<file path="src/rtl/up_counter_pkg.sv">
// Shared encodings for the loadable up counter: FSM state and mode select values.
package up_counter_pkg;

  typedef enum logic {
    ST_COUNT = 1'b0,
    ST_DONE  = 1'b1
  } state_t;

  localparam logic MODE_AUTO    = 1'b0;
  localparam logic MODE_ONESHOT = 1'b1;

endpackage

</file>
<file path="src/rtl/up_counter_modulo.sv">
// Loadable up counter toward a programmable limit, with auto-reload or one-shot halt,
// a one-cycle terminal-count pulse and a sticky overflow flag.
//
// state    | meaning
// ---------+-------------------------------------------
// ST_COUNT | counting allowed on en
// ST_DONE  | one-shot reached limit; dout frozen, en ignored
module up_counter_modulo
  import up_counter_pkg::*;
#(
  parameter int WIDTH = 4
) (
  input  logic             clk,
  input  logic             rst,
  input  logic             en,
  input  logic             ld,
  input  logic [WIDTH-1:0] ldvalue,
  input  logic [WIDTH-1:0] limit,
  input  logic             oneshot,
  input  logic             ovf_clr,
  output logic [WIDTH-1:0] dout,
  output logic             tc,
  output logic             done,
  output logic             ovf
);

  state_t           state;
  state_t           state_nxt;
  logic [WIDTH-1:0] dout_nxt;
  logic             tc_nxt;
  logic             ovf_set;
  logic             at_limit;
  logic             all_ones;

  assign at_limit = (dout == limit);
  assign all_ones = &dout;
  assign done     = (state == ST_DONE);

  always_ff @(posedge clk) begin
    if (rst) begin
      state <= ST_COUNT;
    end else begin
      state <= state_nxt;
    end
  end

  always_comb begin
    state_nxt = state;
    dout_nxt  = dout;
    tc_nxt    = 1'b0;
    ovf_set   = 1'b0;
    if (ld) begin
      dout_nxt  = ldvalue;
      state_nxt = ST_COUNT;
    end else if (en && (state == ST_COUNT)) begin
      if (at_limit) begin
        tc_nxt = 1'b1;
        if (oneshot == MODE_ONESHOT) begin
          state_nxt = ST_DONE;
        end else begin
          dout_nxt = '0;
          ovf_set  = 1'b1;
        end
      end else begin
        // count past all-ones (limit below dout) is a wrap as well, but not a terminal count
        dout_nxt = dout + WIDTH'(1);
        ovf_set  = all_ones;
      end
    end
  end

  always_ff @(posedge clk) begin
    if (rst) begin
      dout <= '0;
      tc   <= 1'b0;
      ovf  <= 1'b0;
    end else begin
      dout <= dout_nxt;
      tc   <= tc_nxt;
      ovf  <= ovf_set | (ovf & ~ovf_clr);
    end
  end

endmodule

</file>
<file path="config.mk">
export PLATFORM = sky130hd
export DESIGN_NAME = up_counter_modulo
export DESIGN_NICKNAME = d
export VERILOG_FILES = /design/src/rtl/up_counter_pkg.sv /design/src/rtl/up_counter_modulo.sv
export SDC_FILE = /design/constraint.sdc
export NUM_CORES = 1
export LEC_CHECK = 0
export ABC_AREA = 1
export CAP_MARGIN = 20
export CORE_AREA = 2 2 39 41
export CTS_BUF_LIST = sky130_fd_sc_hd__clkbuf_8 sky130_fd_sc_hd__clkbuf_16
export DETAILED_ROUTE_END_ITERATION = 12
export DIE_AREA = 0 0 41 43
export PLACE_DENSITY = 0.81
export RECOVER_POWER = 25
export SKIP_LAST_GASP = 1
export SYNTH_ARGS = -nofsm -noshare
export SYNTH_HDL_FRONTEND = slang
export SYNTH_SLANG_ARGS = --single-unit
export TNS_END_PERCENT = 30
</file>
<file path="constraint.sdc">
create_clock -name clk -period 1.5 [get_ports clk]
set_clock_uncertainty 0.1 [all_clocks]
set_input_delay 0.3 -clock clk [delete_from_list [all_inputs] [get_ports clk]]
set_output_delay 0.3 -clock clk [all_outputs]
set_load 0.02 [all_outputs]
</file>
Word-level counts from Yosys, hierarchy flattened
Index checks and enable logic that the tools add are counted.
{"block": "word_totals", "ff_bits": 7, "inputBits": 14, "output_inout_bits": 7, "word_cells": 28}
{"block": "classes", "addsub": 1, "n_eq_ne": 2, "muxes": 9, "bitwise": 5, "n_reduce_logical": 7}
{"op": "$mux W4", "n": 4}
{"op": "$mux W1", "n": 5}
{"op": "$add A4 B1 Y4 const B", "n": 1}
{"op": "$eq A4 B4 Y1", "n": 1}
{"op": "$reduce_and A4 Y1", "n": 1}
{"op": "$ne A3 B3 Y1 const B", "n": 1}
{"op": "$not A1 Y1", "n": 3}
{"op": "$reduce_and A3 Y1", "n": 1}
{"op": "$reduce_or A3 Y1", "n": 1}
{"op": "$reduce_and A2 Y1", "n": 1}
{"op": "$reduce_bool A2 Y1", "n": 1}
{"op": "$reduce_or A2 Y1", "n": 1}
{"op": "$and A1 B1 Y1", "n": 1}
{"op": "$logic_and A1 B1 Y1", "n": 1}
{"op": "$or A1 B1 Y1", "n": 1}

Depth between registers and ports, before layout
Gate-level depths: netlist (run 1).
{"block": "logic_depth", "ltp_word": 5, "ltp_mapped": 9, "mapped_depth_nobuf": 9}

Worst setup path before layout (run 1)
Ideal clock, no wire load.
{"block": "synth_path", "kind": "reg2reg", "startpoint": "register dout[1]", "endpoint": "register dout[0]", "setup_ns": 0.112, "arrival_time_ns": 1.151, "required_time_ns": 1.288, "path_slack_ns": 0.138, "path_stages_with_launch": 10, "path_buffers": 0, "synth_period_minus_slack_ns": 1.362, "path_cell_list": "dfxtp_1 inv_1 nand2_1 nand2_1 nor2_4 nand3_2 nand2_2 nand2_1 nand2_1 nor2_1"}
{"block": "synth_via", "elab_chain_cells": 4, "elab_cells_between_ends": 6, "classes_between": "2 x eq/ne; 3 x mux; 1 x reduce/logical"}
{"element": "from (decl)", "line": "up_counter_modulo.sv:21", "rtl": "output logic [WIDTH-1:0] dout,"}
{"element": "from (signal assigned)", "line": "up_counter_modulo.sv:78", "rtl": "dout <= dout_nxt;"}
{"element": "$eq A4 B4 Y1 *", "line": "up_counter_modulo.sv:35", "rtl": "assign at_limit = (dout == limit);"}
{"element": "$mux W4", "line": "up_counter_modulo.sv:56", "rtl": "if (at_limit) begin"}
{"element": "$mux W4", "line": "up_counter_modulo.sv:55", "rtl": "end else if (en && (state == ST_COUNT)) begin"}
{"element": "$mux W4", "line": "up_counter_modulo.sv:52", "rtl": "if (ld) begin"}
Every way passes the cells marked *; elsewhere a longest branch is shown, timed or not. The select of a mux whose other input is x is not followed.
A chain may end at the register's enable or synchronous reset.

Worst setup path in the final report (run 1)
{"block": "layout_path", "startpoint": "register state (netlist: done)", "endpoint": "output done"}
{"element": "from (decl)", "line": "up_counter_modulo.sv:27", "rtl": "state_t state;"}
{"element": "from (signal assigned)", "line": "up_counter_modulo.sv:43", "rtl": "state <= state_nxt;"}
{"element": "to (decl)", "line": "up_counter_modulo.sv:23", "rtl": "output logic done,"}
No word-level cell between the ends.

==> results of run 1 <==
## metal layers
metal,GRT usage (%),share of wire [%]
met2,29.4,54
met1,18.6,39
met4,10.0,1.4
met3,6.28,6.3
met5,0,0
## cells in the mapped netlist
cell / count / share of area, %
nand4_1: 1 / 1.2
dfxtp_1: 7 / 28
o21ai_1: 1 / 1.0
o21bai_1: 1 / 1.5
a21boi_0: 1 / 1.5
nor2_1: 10 / 7.5
nand2_1: 31 / 23
nand2_2: 3 / 3.7
inv_2: 2 / 1.5
inv_1: 10 / 7.5
xor2_1: 2 / 3.5
nor4_1: 1 / 1.2
nand3b_1: 1 / 1.5
buf_6: 1 / 2.2
nor2_4: 2 / 4.5
nand3_2: 1 / 2.0
nand3_1: 6 / 6.0
ha_1: 1 / 2.5
## through the flow
step | power [mW] | setup WS (ps) | utilization, % | instances | TNS [ps]
finish | 0.681 | -51.0 | 59.0 | 127 | -110
global route | 0.725 | -78.9 | 59.0 | 127 | -270
CTS | 0.673 | -133 | 56.6 | 125 | -384
detailed placement | 0.410 | -206 | 53.5 | 121 | -1140
global placement | 0.407 | -176 | 53.5 | 121 | -977
floorplan | 0.327 | 138 | - | 82 | 0
## state kept, by name, summed over array words and instances (netlist names)
register and count:
done 1, dout 4, ovf 1, tc 1
## report_power, final
| group | switching, mW | internal (mW) |
|---|---|---|
| Clock | 0.0855 | 0.177 |
| Sequential | 0.0129 | 0.199 |
| Combinational | 0.111 | 0.0953 |
| Total | 0.209 | 0.471 |
## layout make-up
class | count | area, um^2 | share of cell area [%]
Multi-Input combinational cell | 62 | 325 | 39.9
Timing Repair Buffer | 26 | 240 | 29.4
Sequential cell | 7 | 140 | 17.2
Inverter | 12 | 45.0 | 5.52
Clock buffer | 3 | 41.3 | 5.06
Tap cell | 16 | 20.0 | 2.45
Clock inverter | 1 | 3.75 | 0.460
## what timing repair did
action	CTS	global route
gates resized for setup	2	12
pin swaps	0	4
buffers inserted	0	2
endpoints found under the setup margin	7	11
## logic make-up (layout without fill, tap and decap cells)
kind of cell | Yosys count | after routing | share of synthesized area [%]
flops | 7 | 7 | 27.9
simple gates | 56 | 56 | 50.9
compound gates | 3 | 3 | 3.99
fa+ha+maj | 1 | 1 | 2.49
xor+xnor | 2 | 2 | 3.49
buf+inv | 13 | 42 | 11.2
## worst min path at each step
stage / to / slack [ps] / start / cells after the start
after floorplan: tc / 280 / rst / 1
after detailed placement: ovf / 380 / ovf / 2
after global routing: ovf / 400 / ovf / 2
final: ovf / 380 / ovf / 2
after CTS: ovf / 390 / ovf / 2
after global placement: ovf / 370 / ovf / 2
==> results.tsv, run 1 <==
metric	value	unit
failing checks	negative setup slack	
Wirelength per Cell	10.7	um
syn avg cell area	6.12	um^2
final setup vio count	3	
Critical Path Source	done	
Pleak	0.446	nW
Placed Area	741	um^2
Hold WS	382	ps
grt ovf	0	
clock sinks	7	
Inserted Clock Buffers	3	
GRT Overall Usage	18.0	%
commonest non-fill, non-tap cell in the layout	nand2_1	
Worst path max stage delay	600	ps
CP max-delay cell	clkdlybuf4s50_1	
critical path cell sequence	clkdlybuf4s50_1	
root buf cell	clkbuf_8	
endpoints failing hold	0	
vias in the first global route	581	
Worst Tran Pin Value	246	ps
worst r2r dst	dout[3]	
Mapped Cells	82	
DRC	0	
sequential element share of the synthesized area	27.9	%
most frequent cells in the layout	nand2_1, clkdlybuf4s50_1, inv_1	
fmax	645	MHz
CTS tree	yes	
Initial DRT Pass Iterations	4	
max-cap violations	0	
final setup margin	-51.0	ps
worst-path fanout max	2	
antenna violations before repair	0	
post-layout net count	127	
clock-pin slew on the worst setup and hold paths	40	ps
Worst path top cell family by delay	buffers and inverters	
clk_lat worst skew	230	ps
Starting Density	36.3	%
Critical Path AT	1150	ps
Power Density	834	nW/um^2
die area	1760	um^2
worst r2r path cells	9	
synthesized area	502	um^2
syn nets	97	
row count	14	
Hold Path Class	flop to flop	
filler instances	131	
antenna-violating nets left	0	
Crit. path cell count	1	
chip height	43	um
Core ar.	1380	um^2
Setup crit end kind	output pin	
routed via count	593	
final wirelength	1.36	mm
Final Cell Area	816	um^2
reg2reg start	dout[0]	
setup repair after global routing missed its margin	yes	
H-tree levels	1	
fin crit share	103	%
via/cell ratio	4.67	
outcome	complete, but fails checks	
I/O pin cnt	21	
die width	41	um
CTS Buffer Depth	2	
pin count of the biggest net entering global routing	9	
CP Class	flop to output pin	
post-DP HPWL	963	um
placer congestion estimate	0.790	
worst reg-to-reg setup slack	100	ps
share of cells above drive strength 1	18.9	%
slew margin rel.	83.5	%
count of input and output buffers	20	
hold buffers post-CTS	0	
WP buf/inv	1	
Worst EP required	1100	ps
capture point of the critical path	done	
Synth-to-Final Area Change	62.6	%
flops & latches, synth	7	
global-route wire length before repair	2.10	mm
synth unique cells	18	
yosys warns	0	
drt initial violations	9	
Ant. Diodes	0	
minimum clock period after layout	1550	ps
critical path startpoint category	flop	
Max Transition Viols Final	0	
Max IR drop VDD	479	uV
(Power assumes the default switching activity.)
==> inputs of run 2 (changes only) <==
Settings changed: CTS_CLUSTER_DIAMETER set to 100.
Clock period 1.5 ns to 1.53 ns, I/O delays scaled along.
==> run 2 against run 1 <==
Effect of this change: sequential power down 2%; power decreased by 4.3%; register-to-register slack better by 50 ps; first-iteration DRC count is 11% lower; clock power decreased by 3%; highest routed layer unchanged; critical path type unchanged; final area fell by 4.0%; routed wire length down 5.7%; clock-buffer cell count unchanged; the flow still finishes with violations (negative setup slack).
==> results.tsv, run 2 (synthesized netlist as in run 1, its figures left out) <==
metric	value	unit	change
outcome	complete, but fails checks		
failing checks	negative setup slack		
endpoints failing hold	0		unchanged
Core ar.	1380	um^2	unchanged
commonest non-fill, non-tap cell in the layout	nand2_1		
Power Density	832	nW/um^2	-0.28%
worst r2r dst	dout[3]		
critical path cell sequence	clkdlybuf4s50_1		
hold_sp	ovf		
die area	1760	um^2	unchanged
CTS tree	yes		
clk_lat worst skew	230	ps	about the same
share of cells above drive strength 1	13.8	%	-5.2 points
worst-path fanout max	2		unchanged
chip height	43	um	unchanged
vias in the first global route	579		-0.34%
Starting Density	36.3	%	unchanged
reg2reg start	dout[0]		
Worst Tran Pin Value	245	ps	-0.187 ps
max reg flops	4		unchanged
most frequent cells in the layout	nand2_1, clkdlybuf4s50_1, inv_1		
Top reg by flops	dout		
Hold Path Class	flop to flop		
Max Transition Viols Final	0		unchanged
drt initial violations	8		-1
pre-CTS WS	-182	ps	+24.0 ps
count of input and output buffers	20		unchanged
Worst path max stage delay	600	ps	about the same
placer congestion estimate	0.790		unchanged
Max IR drop VDD	463	uV	-3.4%
final setup margin	-27.0	ps	+24.0 ps
Hold WS	382	ps	+0.612 ps
CTS Buffer Depth	2		unchanged
# Post-CTS Setup Buffers	0		unchanged
CP max-delay cell	clkdlybuf4s50_1		
Ant. Diodes	0		unchanged
Inserted Clock Buffers	3		unchanged
clock-pin slew on the worst setup and hold paths	40	ps	about the same
GR Util met3	6.28	%	unchanged
worst r2r path cells	9		unchanged
Min-Delay Endpoint	ovf		
Critical Path AT	1150	ps	about the same
critical path startpoint category	flop		
Overall Power	0.652	mW	-4.3%
clock sinks	7		unchanged
minimum clock period after layout	1560	ps	
busiest grt layer	met2		
root buf cell	clkbuf_8		
pin count of the biggest net entering global routing	9		unchanged
H-tree levels	1		unchanged
CP Class	flop to output pin		
post-layout net count	125		-1.6%
Hold Path Stages	2		unchanged
row count	14		unchanged
final wirelength	1.28	mm	-5.7%
antenna-violating nets left	0		unchanged
Global Route met2 Usage	29.1	%	-0.31 points
die width	41	um	unchanged
final setup vio count	2		-1
Worst path top cell family by delay	buffers and inverters		
antenna violations before repair	0		unchanged
post-DP HPWL	963	um	unchanged
global-route wire length before repair	2.09	mm	-0.67%
worst reg-to-reg setup slack	150	ps	+50 ps
GRT Overall Usage	17.9	%	-0.10 points
DRC	0		unchanged
setup repair after global routing missed its margin	yes		
fmax	642	MHz	
via/cell ratio	4.60		-1.5%
Synth-to-Final Area Change	56.1	%	
setup_tns	-52.7	ps	+57.2 ps
Setup crit end kind	output pin		
grt ovf	0		unchanged
I/O pin cnt	21		unchanged
fin crit share	102	%	
Pleak	0.418	nW	-6.2%
routed via count	575		-3.0%
Worst EP required	1120	ps	+20 ps
grt met1 use	18.6	%	unchanged
Wirelength per Cell	10.3	um	-4.1%
slew margin rel.	83.5	%	about the same
Initial DRT Pass Iterations	2		-2
max-cap violations	0		unchanged
WP buf/inv	1		unchanged
hold buffers post-CTS	0		unchanged
-- run 2: cell types whose count changed in the layout (fill, tap and decap cells not counted), moves of 2 or more --
cell,change
buf_4,-2
nand2_2,-2
nand2_1,+4
clkdlybuf4s50_1,+4
dlymetal6s2s_1,-2
nand2_4,-2
-- run 2: metal layers --
metal / part of all wire [%] / vias up / wire (um)
met4: 1.8 / 0 / 23
met5: 0 / - / 0
li1: - / 307 / -
met2: 50 / 12 / 642
met1: 45 / 252 / 572
met3: 3.5 / 4 / 45
-- run 2: cell type report --
type | count | area [um^2]
clock buffers | 3 | 41.3
repair buffers | 24 | 228
inverters | 12 | 45.0
clock inverters | 1 | 3.75
multi-input cells | 62 | 305
fillers | 132 | 601
well taps | 16 | 20.0
flip-flops and latches | 7 | 140
-- run 2: what timing repair did --
action	in CTS	in global routing
setup endpoints to repair	6	12
resized for setup	1	3
endpoints found under the hold margin	0	0
-- run 2: worst max-delay path by stage --
stage,startpoint,endpoint,cells past startpoint
final,done,done,1
after floorplan,dout[1],dout[0],9
after detailed placement,limit[1],dout[3],10
after CTS,dout[1],dout[1],1
after global routing,limit[2],dout[3],10
after global placement,limit[1],dout[1],10
-- run 2: through the flow --
| stage | util, % | std cells | cell area (um^2) |
|---|---|---|---|
| floorplan | - | 82 | 502 |
| global placement | 53.5 | 121 | 741 |
| detailed placement | 53.5 | 121 | 741 |
| CTS | 56.7 | 125 | 785 |
| global route | 56.6 | 125 | 783 |
| finish | 56.6 | 125 | 783 |
-- run 2: power breakdown --
group | switching, mW | internal (mW)
Clock | 0.0828 | 0.174
Combinational | 0.0989 | 0.0883
Sequential | 0.0130 | 0.195
Total | 0.195 | 0.457
